### config.mk
export PLATFORM = sky130hd
export DESIGN_NAME = coraz7_led_btn_ctrl
export DESIGN_NICKNAME = d
export VERILOG_FILES = /design/src/rtl/coraz7_led_btn_ctrl.sv
export SDC_FILE = /design/constraint.sdc
export NUM_CORES = 1
export LEC_CHECK = 0
export BUFFER_PORTS_ARGS = -buffer_cell sky130_fd_sc_hd__clkbuf_2
export CAP_MARGIN = 10
export CORE_UTILIZATION = 60
export DETAILED_ROUTE_END_ITERATION = 7
export PLACE_DENSITY = 0.78
export REMOVE_ABC_BUFFERS = 1
export SYNTH_ARGS = -nofsm -noshare
export SYNTH_HDL_FRONTEND = slang
export SYNTH_SLANG_ARGS = --single-unit
### constraint.sdc
create_clock -name clk -period 2.6 [get_ports clk]
set_clock_uncertainty 0.15 [all_clocks]
set_input_delay 0.13 -clock clk [delete_from_list [all_inputs] [get_ports clk]]
set_output_delay 0.13 -clock clk [all_outputs]
set_load 0.005 [all_outputs]
### src/rtl/coraz7_led_btn_ctrl.sv
// Cora Z7 board I/O: button debounce, RGB LED ownership (core vs heartbeat) and per-channel PWM.
// Optional macro CORAZ7_LED_BTN_CTRL_BTN_OVERRIDE_EN: debounced button 1 forces heartbeat ownership.
module coraz7_led_btn_ctrl #(
    parameter int PWM_BITS        = 8,
    parameter int DEBOUNCE_CYCLES = 250000,
    parameter int OWN_TIMEOUT     = 50000000,
    parameter int HB_BIT          = 24
) (
    input  logic                  clk,
    input  logic                  rst_n,
    input  logic [1:0]            btn,
    output logic [1:0]            btn_state,
    output logic [1:0]            btn_press,
    input  logic                  wr_valid,
    output logic                  wr_ready,
    input  logic                  wr_led,
    input  logic [3*PWM_BITS-1:0] wr_rgb,
    output logic                  core_owns,
    output logic                  dbg_fsm,
    output logic                  led0_r,
    output logic                  led0_g,
    output logic                  led0_b,
    output logic                  led1_r,
    output logic                  led1_g,
    output logic                  led1_b
);

    localparam int DW   = 3 * PWM_BITS;
    localparam int DB_W = (DEBOUNCE_CYCLES > 1) ? $clog2(DEBOUNCE_CYCLES) : 1;
    localparam int TO_W = (OWN_TIMEOUT > 1) ? $clog2(OWN_TIMEOUT) : 1;

    localparam logic [0:0] ST_HB   = 1'b0;
    localparam logic [0:0] ST_CORE = 1'b1;

    localparam logic [PWM_BITS-1:0] DUTY_FULL = '1;
    localparam logic [PWM_BITS-1:0] DUTY_OFF  = '0;

    // Handshake: a write transfers in any cycle where wr_valid && wr_ready; wr_ready is low
    // only while the addressed LED still has an uncommitted shadow value waiting for a wrap.

    logic [1:0]                 sync1_q, sync2_q;
    logic [1:0][DB_W-1:0]       db_cnt_q, db_cnt_d;
    logic [1:0]                 btn_state_q, btn_state_d;
    logic [1:0]                 btn_press_q, btn_press_d;

    logic [PWM_BITS-1:0]        pwm_cnt_q;
    logic [HB_BIT:0]            hb_q;
    logic                       wrap;

    logic [1:0][DW-1:0]         shadow_q, shadow_d;
    logic [1:0][DW-1:0]         core_duty_q, core_duty_d;
    logic [1:0][DW-1:0]         act_q, act_d;
    logic [1:0]                 pend_q, pend_d;
    logic                       accept;

    logic [0:0]                 fsm_q, fsm_d;
    logic [0:0]                 src_q, src_d;
    logic [TO_W-1:0]            to_cnt_q, to_cnt_d;

    assign wrap     = &pwm_cnt_q;
    assign wr_ready = ~pend_q[wr_led];
    assign accept   = wr_valid & wr_ready;

    always_comb begin
        btn_state_d = btn_state_q;
        db_cnt_d    = db_cnt_q;
        for (int i = 0; i < 2; i++) begin
            if (sync2_q[i] == btn_state_q[i]) begin
                db_cnt_d[i] = '0;
            end else if (db_cnt_q[i] == DB_W'(DEBOUNCE_CYCLES - 1)) begin
                btn_state_d[i] = sync2_q[i];
                db_cnt_d[i]    = '0;
            end else begin
                db_cnt_d[i] = db_cnt_q[i] + 1'b1;
            end
        end
        btn_press_d = btn_state_d & ~btn_state_q;
    end

    // Pending shadows commit only on the wrap cycle, so a period always uses one duty value.
    always_comb begin
        shadow_d    = shadow_q;
        pend_d      = pend_q;
        core_duty_d = core_duty_q;
        if (wrap) begin
            for (int l = 0; l < 2; l++) begin
                if (pend_q[l]) begin
                    core_duty_d[l] = shadow_q[l];
                    pend_d[l]      = 1'b0;
                end
            end
        end
        if (accept) begin
            shadow_d[wr_led] = wr_rgb;
            pend_d[wr_led]   = 1'b1;
        end
    end

    always_comb begin
        fsm_d    = fsm_q;
        to_cnt_d = to_cnt_q;
        if (accept) begin
            to_cnt_d = TO_W'(OWN_TIMEOUT - 1);
        end else if (fsm_q == ST_CORE && to_cnt_q != '0) begin
            to_cnt_d = to_cnt_q - 1'b1;
        end
        case (fsm_q)
            ST_HB:   if (accept) fsm_d = ST_CORE;
            ST_CORE: if (!accept && to_cnt_q == '0) fsm_d = ST_HB;
            default: fsm_d = ST_HB;
        endcase
`ifdef CORAZ7_LED_BTN_CTRL_BTN_OVERRIDE_EN
        if (btn_state_q[1]) begin
            fsm_d = ST_HB;
        end
`else
`endif
    end

    // The displayed source follows the ownership FSM only at a wrap, together with any commit.
    always_comb begin
        src_d = src_q;
        act_d = act_q;
        if (wrap) begin
            src_d = fsm_q;
            if (fsm_q == ST_CORE) begin
                act_d = core_duty_d;
            end else begin
                act_d[0] = {DUTY_OFF, hb_q[HB_BIT] ? DUTY_FULL : DUTY_OFF, DUTY_OFF};
                act_d[1] = {hb_q[HB_BIT] ? DUTY_OFF : DUTY_FULL, DUTY_OFF, DUTY_OFF};
            end
        end
    end

    always_ff @(posedge clk or negedge rst_n) begin
        if (!rst_n) begin
            sync1_q     <= '0;
            sync2_q     <= '0;
            db_cnt_q    <= '0;
            btn_state_q <= '0;
            btn_press_q <= '0;
            pwm_cnt_q   <= '0;
            hb_q        <= '0;
            shadow_q    <= '0;
            core_duty_q <= '0;
            act_q       <= '0;
            pend_q      <= '0;
            fsm_q       <= ST_HB;
            src_q       <= ST_HB;
            to_cnt_q    <= '0;
        end else begin
            sync1_q     <= btn;
            sync2_q     <= sync1_q;
            db_cnt_q    <= db_cnt_d;
            btn_state_q <= btn_state_d;
            btn_press_q <= btn_press_d;
            pwm_cnt_q   <= pwm_cnt_q + 1'b1;
            hb_q        <= hb_q + 1'b1;
            shadow_q    <= shadow_d;
            core_duty_q <= core_duty_d;
            act_q       <= act_d;
            pend_q      <= pend_d;
            fsm_q       <= fsm_d;
            src_q       <= src_d;
            to_cnt_q    <= to_cnt_d;
        end
    end

    assign btn_state = btn_state_q;
    assign btn_press = btn_press_q;
    assign core_owns = (src_q == ST_CORE);
    assign dbg_fsm   = (fsm_q == ST_CORE);

    assign led0_r = pwm_cnt_q < act_q[0][DW-1 -: PWM_BITS];
    assign led0_g = pwm_cnt_q < act_q[0][2*PWM_BITS-1 -: PWM_BITS];
    assign led0_b = pwm_cnt_q < act_q[0][PWM_BITS-1 -: PWM_BITS];
    assign led1_r = pwm_cnt_q < act_q[1][DW-1 -: PWM_BITS];
    assign led1_g = pwm_cnt_q < act_q[1][2*PWM_BITS-1 -: PWM_BITS];
    assign led1_b = pwm_cnt_q < act_q[1][PWM_BITS-1 -: PWM_BITS];

endmodule
==> flow_metrics.tcl <==
set metrics [dict create \
    outcome "finished, final reports clean" \
    synth-async-reset-ratio_pct 100.0 \
    grt_remaining_overflow 0 \
    powerDensity_nw_per_um2 587.2 \
    crit_arrival_ns 2.22 \
    clk-insertion-delay-late_ns 0.52 \
    gp_congestion 0.8575 \
    finalHoldViolations 0 \
    syn2layout_area_growth_pct 16.79 \
    cts_tree "yes" \
    antenna_found_initial 0 \
    critical_path_class "register to output port" \
    finalSetupViolations 0 \
    pre_cts_ws_ns 0.2400 \
    dieArea_um2 19920 \
    synth_top_area_share_pct 54.07 \
    cts_max_path_buffers 3 \
    rows 50 \
    ys_warn_count 0 \
    max_freq_ghz 0.4002 \
    ys_ff_latch 251 \
    port_buffers 42 \
    cts.sinks 251 \
    hpwl_um 14540 \
    start_kind "register" \
    drt_first_pass_iters 5 \
    worst_slew_pin_slew_ns 0.8172 \
    r2r-start "to_cnt_q[0]$_DFFE_PN0P_" \
    cts_buffers 27 \
    fin_crit_sh_pct 96.11 \
    worst_slack_ns 0.1012 \
    drt_iter0_markers 505 \
    slew_headroom_pct 45.10 \
    endpoint_kind "output port" \
    synthCells 1003 \
    final.setup.tns_ns 0 \
    rr_worst_depth 7 \
    power_mw 7.967 \
    grt_pass1_vias 7924 \
    vdd_drop_max_v 0.0005714 \
    vias 7713 \
    holdWs_ns 0.02377 \
    grt_pass1_wl_um 39050 \
    antenna_cells 0 \
    finalMaxSlewViolations 0 \
    synth-edff-count 0 \
    yosys-top-cells-area "dfrtp_1, mux2_2, ha_1, xnor2_1, nand2_1" \
    ff2ff_setup_slack_ns 0.21 \
    synth-main-ff-cell "dfrtp_1" \
    synth_area_um2 11620 \
    drive_gt1_share_pct 21.67 \
    period_needed_ns 2.499 \
    yosysTopAreaCell "dfrtp_1" \
    drv_cap 0 \
    path_clk_slew_ns 0.06 \
    drc 0 \
    endpoint "led0_g" \
    critPathLaunch "pwm_cnt_q[5]$_DFF_PN0_" \
    routed_via_density 5.601 \
    wl_per_cell_um 16.56 \
    grt_usage_pct 24.28 \
    die_w_um 141.2 \
    worstPathRequired_ns 2.32 \
    postSynthAreaPerCell_um2 11.58 \
    ant_nets 0 \
    yosysSeqAreaShare_pct 54.07 \
    start_util_pct 61.69 \
    die_h_um 141.2 \
    synth.distinct_cells 58 \
    core_area_um2 18830 \
    r2r-end "to_cnt_q[24]$_DFFE_PN0P_" \
    io_pins 43 \
    cts_max_level 1 \
    ctsRootBufferMaster "clkbuf_16" \
    grt_max_degree 76 \
    crit_fanout 8 \
    wl_um 22800 \
    rsz0062_at_grt "true" \
    finalNetCount 1175 \
    p_leak_nw 6.274 \
    hold_class "primary input to asynchronous set/reset pin" \
]
==> logic make-up after synthesis <==
| logic type | Yosys count | synth area share (%) |
|---|---|---|
| compound gates | 124 | 7.464 |
| fa+ha+maj | 47 | 5.062 |
| xor+xnor | 77 | 5.805 |
| simple gates | 291 | 12.69 |
| flops | 251 | 54.07 |
| buf+inv | 88 | 3.091 |
| mux | 125 | 11.83 |
==> worst min-delay path by stage <==
| stage | startpoint | end | slack [ns] | depth (start not counted) |
|---|---|---|---|---|
| after floorplan | rst_n | act_q[0]$_DFFE_PN0P_ | -0.32 | 0 |
| after global placement | rst_n | db_cnt_q[8]$_DFF_PN0_ | -0.005 | 1 |
| after global routing | rst_n | db_cnt_q[10]$_DFF_PN0_ | 0.07 | 2 |
| after detailed placement | rst_n | db_cnt_q[8]$_DFF_PN0_ | -0.004 | 1 |
| after CTS | rst_n | db_cnt_q[8]$_DFF_PN0_ | 0.03 | 2 |
| final | rst_n | db_cnt_q[8]$_DFF_PN0_ | 0.02 | 2 |
==> registers in the layout (all words and copies together) (netlist names), 8 cells and up <==
register     count
act_q           48
db_cnt_q        36
shadow_q        48
hb_q            25
core_duty_q     48
to_cnt_q        26
pwm_cnt_q        8
==> critical path, stage by stage, from the launching register on <==
cell	delay, ns
dfrtp_2	0.49
ha_1	0.37
a2111oi_4	0.39
nand2_1	0.10
o21ai_0	0.09
a31o_2	0.14
clkbuf_2	0.11
==> what timing repair did <==
| item | CTS | global route |
|---|---|---|
| hold endpoints to repair | 317 | 0 |
| pin swaps | 0 | 1 |
| setup endpoints to repair | 6 | 9 |
| resized for setup | 10 | 14 |
| hold buffers | 28 | 0 |
| buffers inserted | 0 | 1 |
==> synthesized netlist by cell type, types with 4 or more instances <==
cell type	instances
a21boi_0	6
dfrtp_1	251
or4_1	4
mux2i_1	27
xor2_1	28
nor4_1	8
and2_1	4
xnor2_1	49
nand3_1	32
a31o_2	6
nand4_1	15
buf_2	5
o21ai_0	26
o31ai_1	28
a22o_1	12
clkbuf_1	20
nor2_1	69
and4_1	11
or3_1	5
ha_1	47
inv_1	55
nand2_1	97
a21oi_1	13
mux2_2	98
o21a_1	12
buf_4	4
and3_1	8
nor3_1	11
a2111oi_0	9
==> report_power, final <==
part / internal, mW / total, mW / switching (mW)
registers: 3.94 / 3.96 / 0.0246
logic: 0.0813 / 0.198 / 0.117
clock network: 2.30 / 3.80 / 1.51
total: 6.32 / 7.97 / 1.65
==> through the flow <==
stage          instances  util (%)  area, um^2
3_5_place_dp        1300     65.14       12270
2_1_floorplan        971         -       11470
3_3_place_gp        1300     65.14       12270
5_1_grt             1377     72.05       13570
6_report            1377     72.05       13570
4_1_cts             1376     71.52       13470
==> area by class of cell <==
type	count	area [um^2]
clock inverter	11	113.9
sequential	251	6285
clock buffer	37	783.3
timing repair buffer	98	748.2
multi-input combinational	664	5102
inverter	56	210.2
tap	260	325.3
fill	1287	5263
==> per-layer routing <==
layer  vias to the layer above  part of all wire (%)  global-route usage [%]
met5                         -                     0                       0
met3                        23                   4.6                   4.280
met2                       152                    48                   39.94
li1                       3717                     -                       -
met1                      3821                    46                   33.89
met4                         0                  0.96                   5.263
==> cells in the final DEF, fill, tap and decap left out, drive strengths merged, types with 4 or more instances in the layout <==
cell type and count:
nand2 98, nand4 15, dfrtp 251, o21ai 27
a22o 12, o31ai 28, clkinv 7, mux2i 27
a31o 7, a2111oi 9, and3 8, clkbuf 78
a21boi 6, mux2 98, dlygate4sd3 28, and2 4
ha 47, o21a 12, nor4 11, nor3b 4
buf 29, or3 5, a21oi 13, xor2 28
xnor2 49, nand3 33, or4 5, nor2 70
nor3 11, and4 11, inv 56
Power figures use the tool's default switching activity.
